[config.mk]
export PLATFORM = sky130hd
export DESIGN_NAME = cipher_seq_ctrl
export DESIGN_NICKNAME = d
export VERILOG_FILES = /design/src/rtl/cipher_seq_ctrl.sv
export SDC_FILE = /design/constraint.sdc
export NUM_CORES = 1
export LEC_CHECK = 0
export BUFFER_PORTS_ARGS = -buffer_cell sky130_fd_sc_hd__buf_2
export CORE_AREA = 3 3 254 256
export DETAILED_ROUTE_END_ITERATION = 8
export DIE_AREA = 0 0 257 259
export PLACE_DENSITY = 0.48
export RECOVER_POWER = 100
export SYNTH_ARGS = -nofsm -noshare
export SYNTH_HDL_FRONTEND = slang
export SYNTH_SLANG_ARGS = --single-unit
[constraint.sdc]
create_clock -name clk -period 3.3 [get_ports clk]
set_input_delay 0.495 -clock clk [delete_from_list [all_inputs] [get_ports clk]]
set_output_delay 0.495 -clock clk [all_outputs]
set_load 0.01 [all_outputs]
[src/rtl/cipher_seq_ctrl.sv]
// cipher_seq_ctrl
// Sequencer for the cipher datapath. Captures one block and key, starts
// key expansion (with a timeout), then steps the round datapath through
// NUM_ROUNDS rounds in encrypt (ascending) or decrypt (descending) order.
// Optional key-wrap: after an operation, re-runs the rounds on the session
// key under the master key. Enabled by defining CSC_KEY_WRAP_EN; otherwise
// key_op/mk_key are ignored and key_done stays 0.
//
// Ports:
//   clk, rst            clock, synchronous active-high reset
//   start_op, ed_sel    start request and mode (1 = encrypt), sampled in IDLE
//   key_op              key-wrap request, sampled in DONE
//   key_expanded        key schedule ready (level)
//   r_ready             round datapath ready (level)
//   data_in, key_in     block and session key
//   mk_key              master key used by the wrap phase
//   e_data, e_key       registered block/key presented downstream
//   dec_mode            1 while a decrypt operation is active
//   start_key_exp       1-cycle pulse starting key expansion
//   round_en, round_idx round strobe and current round index
//   busy                high whenever not IDLE
//   en_done, key_done   completion pulses (key_done only on wrap phase)
//   err                 1-cycle pulse on key-expansion timeout
module cipher_seq_ctrl #(
  parameter int DATA_W      = 128,
  parameter int KEY_W       = 128,
  parameter int NUM_ROUNDS  = 10,
  parameter int EXP_TIMEOUT = 64
) (
  input  logic              clk,
  input  logic              rst,
  input  logic              start_op,
  input  logic              ed_sel,
  input  logic              key_op,
  input  logic              key_expanded,
  input  logic              r_ready,
  input  logic [DATA_W-1:0] data_in,
  input  logic [KEY_W-1:0]  key_in,
  input  logic [KEY_W-1:0]  mk_key,
  output logic [DATA_W-1:0] e_data,
  output logic [KEY_W-1:0]  e_key,
  output logic              dec_mode,
  output logic              start_key_exp,
  output logic              round_en,
  output logic [7:0]        round_idx,
  output logic              busy,
  output logic              en_done,
  output logic              key_done,
  output logic              err
);

  typedef enum logic [2:0] {
    S_IDLE, S_LOAD, S_KEY_EXP, S_WAIT_RDY, S_ROUND, S_DONE, S_KW_LOAD, S_ERR
  } state_t;

  localparam logic [15:0] TIMEOUT    = 16'(EXP_TIMEOUT);
  localparam logic [7:0]  LAST_ROUND = 8'(NUM_ROUNDS - 1);

  state_t      state;
  logic [15:0] exp_cnt;
  logic [7:0]  round_cnt;
  logic        wrap;       // current phase is a key-wrap phase
  logic        wrap_req;

`ifdef CSC_KEY_WRAP_EN
  // Only one wrap phase per operation: a wrap DONE never chains again.
  assign wrap_req = key_op & ~wrap;
`else
  assign wrap_req = 1'b0;
  logic unused_wrap_inputs;
  assign unused_wrap_inputs = ^{key_op, mk_key};
`endif

  always_ff @(posedge clk) begin
    if (rst) begin
      state         <= S_IDLE;
      exp_cnt       <= '0;
      round_cnt     <= '0;
      wrap          <= 1'b0;
      e_data        <= '0;
      e_key         <= '0;
      dec_mode      <= 1'b0;
      start_key_exp <= 1'b0;
      round_en      <= 1'b0;
      round_idx     <= '0;
      busy          <= 1'b0;
      en_done       <= 1'b0;
      key_done      <= 1'b0;
      err           <= 1'b0;
    end else begin
      // Pulse outputs default low; set only on the transition into a state.
      start_key_exp <= 1'b0;
      en_done       <= 1'b0;
      key_done      <= 1'b0;
      err           <= 1'b0;

      case (state)
        S_IDLE: begin
          if (start_op) begin
            dec_mode <= ~ed_sel;
            busy     <= 1'b1;
            state    <= S_LOAD;
          end
        end

        S_LOAD: begin
          e_data        <= data_in;
          e_key         <= key_in;
          exp_cnt       <= '0;
          start_key_exp <= 1'b1;
          state         <= S_KEY_EXP;
        end

        S_KEY_EXP: begin
          // key_expanded takes priority over a timeout in the same cycle.
          if (key_expanded) begin
            state <= S_WAIT_RDY;
          end else if (exp_cnt == TIMEOUT) begin
            err      <= 1'b1;
            e_data   <= '0;
            e_key    <= '0;
            dec_mode <= 1'b0;
            state    <= S_ERR;
          end else begin
            exp_cnt <= exp_cnt + 16'd1;
          end
        end

        S_WAIT_RDY: begin
          if (r_ready) begin
            round_en  <= 1'b1;
            round_cnt <= '0;
            round_idx <= dec_mode ? LAST_ROUND : 8'd0;
            state     <= S_ROUND;
          end
        end

        S_ROUND: begin
          if (round_cnt == LAST_ROUND) begin
            round_en  <= 1'b0;
            round_idx <= '0;
            en_done   <= 1'b1;
            key_done  <= wrap;
            state     <= S_DONE;
          end else begin
            round_cnt <= round_cnt + 8'd1;
            round_idx <= dec_mode ? round_idx - 8'd1 : round_idx + 8'd1;
          end
        end

        S_DONE: begin
          if (wrap_req) begin
            state <= S_KW_LOAD;
          end else begin
            wrap  <= 1'b0;
            busy  <= 1'b0;
            state <= S_IDLE;
          end
        end

`ifdef CSC_KEY_WRAP_EN
        S_KW_LOAD: begin
          e_data        <= DATA_W'(key_in);
          e_key         <= mk_key;
          dec_mode      <= 1'b0;
          wrap          <= 1'b1;
          exp_cnt       <= '0;
          start_key_exp <= 1'b1;
          state         <= S_KEY_EXP;
        end
`endif

        S_ERR: begin
          wrap  <= 1'b0;
          busy  <= 1'b0;
          state <= S_IDLE;
        end

        default: begin
          wrap  <= 1'b0;
          busy  <= 1'b0;
          state <= S_IDLE;
        end
      endcase
    end
  end

endmodule

Word-level counts from Yosys, hierarchy flattened
Index checks and enable logic that the tools add are counted.

cells by class
  add/sub/neg operators = 4
  equality and inequality tests = 14
  multiplexer cells = 33
  bitwise gates (word level) = 4
  reductions and logical operators = 15

operator list
  kind                     number
  $pmux W128 S2            2
  $mux W128                2
  $mux W8                  5
  $mux W16                 2
  $pmux W16 S2             1
  $pmux W8 S2              2
  $add A16 B1 Y16 const B  1
  $add A8 B1 Y8 const B    2
  $eq A16 B7 Y1 const B    1
  $mux W3                  5
  $pmux W3 S5              1
  $ne A2 B2 Y1 const B     7
  $reduce_and A3 Y1        4
  $mux W1                  9
  $eq A8 B4 Y1 const B     1
  $reduce_and A4 Y1        2
  $sub A8 B1 Y8 const B    1
  $eq A3 B2 Y1 const B     2
  $pmux W1 S2              3
  $reduce_bool A2 Y1       3
  $mux W4                  1
  $not A1 Y1               4
  $reduce_and A2 Y1        2
  $reduce_or A4 Y1         1
  6 further kinds          6

storage, ports and cells
  register bits after elaboration = 297
  bits of input ports = 391
  output and inout port bits = 271
  logic and storage cells = 82

Longest topological paths before layout
  depth after elaboration = 4
  mapped depth = 9
  mapped depth without buffers = 7

Least setup slack after synthesis
Ideal clock, no wire load.

  path kind = register -> register
  start = reg dec_mode
  end = reg round_idx[7]
  library setup time = 0.074 ns
  data arrival time = 2.235 ns
  required time = 3.226 ns
  path slack = 0.991 ns
  cell stages (with the launch flop) = 7
  buffers on the path = 0
  period minus slack after synthesis = 2.309 ns
  cells stage by stage = dfxtp_1 ha_1 a21o_1 and4_1 or4_1 a311o_1 a31oi_1

on the way
  word-level cells in the longest chain between the ends = 3

ends and longest elaborated chain
  what                    line  source
  from (decl)             42    output logic dec_mode,
  from (signal assigned)  100   dec_mode <= ~ed_sel;
  $mux W8                 147   round_idx <= dec_mode ? round_idx - 8'd1 : round_idx + 8'd1;
  $mux W8                 139   if (round_cnt == LAST_ROUND) begin
  $pmux W8 S2             97    case (state)
  to (signal assigned)    133   round_idx <= dec_mode ? LAST_ROUND : 8'd0;
  to (signal assigned)    147
  to (decl)               45    output logic [7:0] round_idx,

No other way between the ends.
A chain may end at the register's enable or synchronous reset.

Worst setup path after layout
  start = reg state[0]
  end = reg e_data[55]

on the way
  word-level cells in the longest chain between the ends = 3
  elaborated cells between the ends (all ways) = 7
  classes of those cells = eq/ne: 4; mux: 1; reduce/logical: 2

ends and longest elaborated chain
  what                                                          line  source
  from (decl)                                                   59    state_t state;
  from (signal assigned)                                        76    state <= S_IDLE;
  from (signal assigned)                                        102   state <= S_LOAD;
  from (signal assigned)                                        111   state <= S_KEY_EXP;
  $eq A3 B2 Y1 or $eq A3 B1 Y1 (tied branches)                  97
  $ne A2 B2 Y1 (no line) or $reduce_bool A2 Y1 (tied branches)  --
  $reduce_and A3 Y1 (no line)                                   --
  to (signal assigned)                                          107   e_data <= data_in;
  to (decl)                                                     40    output logic [DATA_W-1:0] e_data,

Several ways; a longest one is shown, not always the timed one.

==> reports/results.tsv <==
stage	metric	value	unit
clocking	Setup Fix Bufs, Post-CTS	0	
pwr	power per cell area	735	mW/mm²
pwr	VDD IR max	0.512	mV
timing	worst hold slack	0.214	ns
worst_setup_path	Worst setup SP type	flip-flop	
logic_synthesis	cells after synthesis	1406	
logic_synthesis	EDFF count, synth	0	
final_layout	FILL cells	7019	
logic_synthesis	Synth Flop Type	dfxtp_1	
clocking	H-Tree Depth	2	
pwr	leakage	5.76	nW
timing	Hold Fails Final Rpt	0	
route	DRC Markers	0	
timing	Tmin final	2.79	ns
logic_synthesis	top cells by area, synth	dfxtp_1 (52%), a21oi_1 (12%), nand3_1 (12%), nand2_1 (8.9%), clkbuf_1 (3.1%)	
logic_synthesis	Yosys cell types	55	
clocking	Post-CTS Hold Buffers	0	
logic_synthesis	dominant cell type by area after synthesis	dfxtp_1	
route	DR vias/cell	4.23	
global_route	largest net degree at the start of global routing	136	
clocking	clk sink count	297	
floorplanning	die area	0.0666	mm²
timing	fin crit share	84.6	%
timing	Pins Over Slew Limit	0	
floorplanning	Top-Level Pins	662	
clocking	clk root buf	clkbuf_16	
worst_setup_path	reg-to-reg slack, setup	0.51	ns
clocking	total CTS buffers	38	
logic_synthesis	synthesized net count	1808	
timing	Setup TNS	0	ns
route	Vias	11600	
clocking	worst skew pair latency	0.53	ns
place	pre-CTS WS	0.939	ns
timing	Final Setup Violations	0	
route	DR WL/cell	14.6	µm
timing	final worst slack	0.507	ns
timing	Max-slew headroom	23.1	%
timing	Max Clk Rate	358	MHz
route	DRT Pass-1 Iters	5	
logic_synthesis	Post-synth ARST share	0	%
final_layout	post-layout util	25.1	%
job	max_cap viols	0	
logic_synthesis	most instantiated cells after synthesis	dfxtp_1 (297), a21oi_1 (275), nand2_1 (269)	
run_status	status	finished, final reports clean	
global_route	initial antenna violation count	2	
floorplanning	die height	259	µm
place	hpwl dp	27200	µm
floorplanning	Die W	257	µm
place	IO buf count	531	
logic_synthesis	count leader, synth	dfxtp_1	
worst_setup_path	Worst EP required	3.75	ns
floorplanning	core area	0.0627	mm²
logic_synthesis	register bit count reported by yosys	297	
place	RD Place Congestion	0.802	
floorplanning	starting density of the core	18.2	%
global_route	GR Overflow Total	0	
final_layout	fin nets	2261	
route	Total Routed Length	40000	µm
final_layout	layout cells sized above 1	18.0	%
global_route	first-pass GRT wire length	61700	µm
logic_synthesis	top-area cell type share of the netlist area	52.2	%
worst_setup_path	Setup Crit Path Kind	reg -> reg	
worst_setup_path	arrival time worst endpoint	3.24	ns
worst_setup_path	endpoint type of the worst setup path	flip-flop	
global_route	Total GRT Usage	11.3	%
clocking	Longest Clk Path Bufs	3	
final_layout	FF+latch area	0.00595	mm²
logic_synthesis	Seq/Total Area, Yosys	52.2	%
timing	RSZ-0062 raised after global routing	false	
global_route	vias in the first global route	11200	
logic_synthesis	Synth Cell Area	0.0114	mm²
timing	slew of the pin with the lowest slew margin	1.15	ns
hold_path	type of the worst min-delay path	in -> reg	
floorplanning	Rows	92	
clocking	Clock transition at path regs	0.06	ns
logic_synthesis	Post-Syn Area per Cell	8.11	µm²
final_layout	area of the multi-input gates	0.00486	mm²
clocking	post-CTS resize count	0	
logic_synthesis	YS warnings	0	
route	starting DRC count in detailed routing	709	
timing	Worst Skew	0.00918	ns
worst_setup_path	worst-path fanout max	129	
clocking	TritonCTS clock tree	done	
route	Routed Antenna Nets	0	
final_layout	Area Growth Syn to Fin	38.2	%
## stage by stage
step / total power, W / cell area (µm²) / instances
6_report: 0.0116 / 15700 / 2734
3_5_place_dp: 0.00752 / 14800 / 2665
3_3_place_gp: 0.00746 / 14800 / 2665
4_1_cts: 0.0119 / 16100 / 2733
5_1_grt: 0.0123 / 15700 / 2734
2_1_floorplan: 0.00630 / 11400 / 1406
## report_power, final
| part | switching, W | total, W | internal (W) | leakage [nW] |
|---|---|---|---|---|
| sequential | 0.000289 | 0.00441 | 0.00412 | 2.42 |
| combinational | 0.00200 | 0.00287 | 0.000870 | 2.69 |
| clock | 0.00159 | 0.00430 | 0.00272 | 0.655 |
## placed cells by master, fill, tap and decap left out, drive strengths merged, types with 4 or more instances in the layout
cell type,instances
nand2,269
inv,13
a31oi,4
nor4,6
or3,5
a21oi,276
and3,5
mux2i,7
buf,269
dfxtp,297
ha,10
nor3,4
nand4,4
nand3,267
xor2,9
clkinv,7
or4,5
o31ai,5
o2111ai,4
o21ai,9
nor2,35
clkbuf,329
## registers in the layout, indices dropped and copies added, names as in the netlist
register	flops
e_data	128
start_key_exp	1
round_cnt	8
dec_mode	1
err	1
busy	1
exp_cnt	16
state	3
e_key	128
en_done	1
round_en	1
round_idx	8
## cell families (layout without fill, tap and decap cells)
| family | after synthesis | in the layout | share of synthesized area, % |
|---|---|---|---|
| AO/OA/AOI/OAI | 318 | 318 | 14.9 |
| XOR/XNOR | 12 | 12 | 0.922 |
| adder cells (fa/ha/maj) | 11 | 11 | 1.27 |
| buffers and inverters | 141 | 622 | 5.16 |
| flip-flops | 297 | 297 | 52.2 |
| multiplexers | 8 | 8 | 0.714 |
| other | 1 | 2 | 0.0329 |
| AND/OR/NAND/NOR | 618 | 618 | 24.8 |
## area by class of cell
class / instances / share of cell area (%)
inverters: 13 / 0.310
flip-flops and latches: 297 / 37.8
clock inverters: 11 / 0.914
multi-input cells: 968 / 30.9
well taps: 846 / 6.72
clock buffers: 57 / 7.53
diodes: 1 / 0.0159
repair buffers: 541 / 15.9
## final timing paths
| path | startpoint | end | cells past startpoint |
|---|---|---|---|
| setup / recovery | state[0]$_SDFFE_PP0P_ | e_data[55]$_SDFFE_PP0P_ | 4 |
| hold / removal | data_in[126] | e_data[126]$_SDFFE_PP0P_ | 3 |
| setup reg to reg | state[0]$_SDFFE_PP0P_ | e_data[55]$_SDFFE_PP0P_ | 4 |
| hold reg to reg | e_key[116]$_SDFFE_PP0P_ | e_key[116]$_SDFFE_PP0P_ | 2 |
## per-layer routing
layer  global-route usage [%]  share of wire (%)
met1                     13.4                 41
met2                     18.7                 48
met3                     3.77                8.1
met4                     4.50                3.3
met5                        0              0.033
## worst max-delay path: stages, from the launching register on
cell,delay (ns)
dfxtp_1,0.47
nor3b_1,0.96
buf_12,0.43
nand3_1,0.37
a21oi_1,0.24
Power figures use the tool's default switching activity.
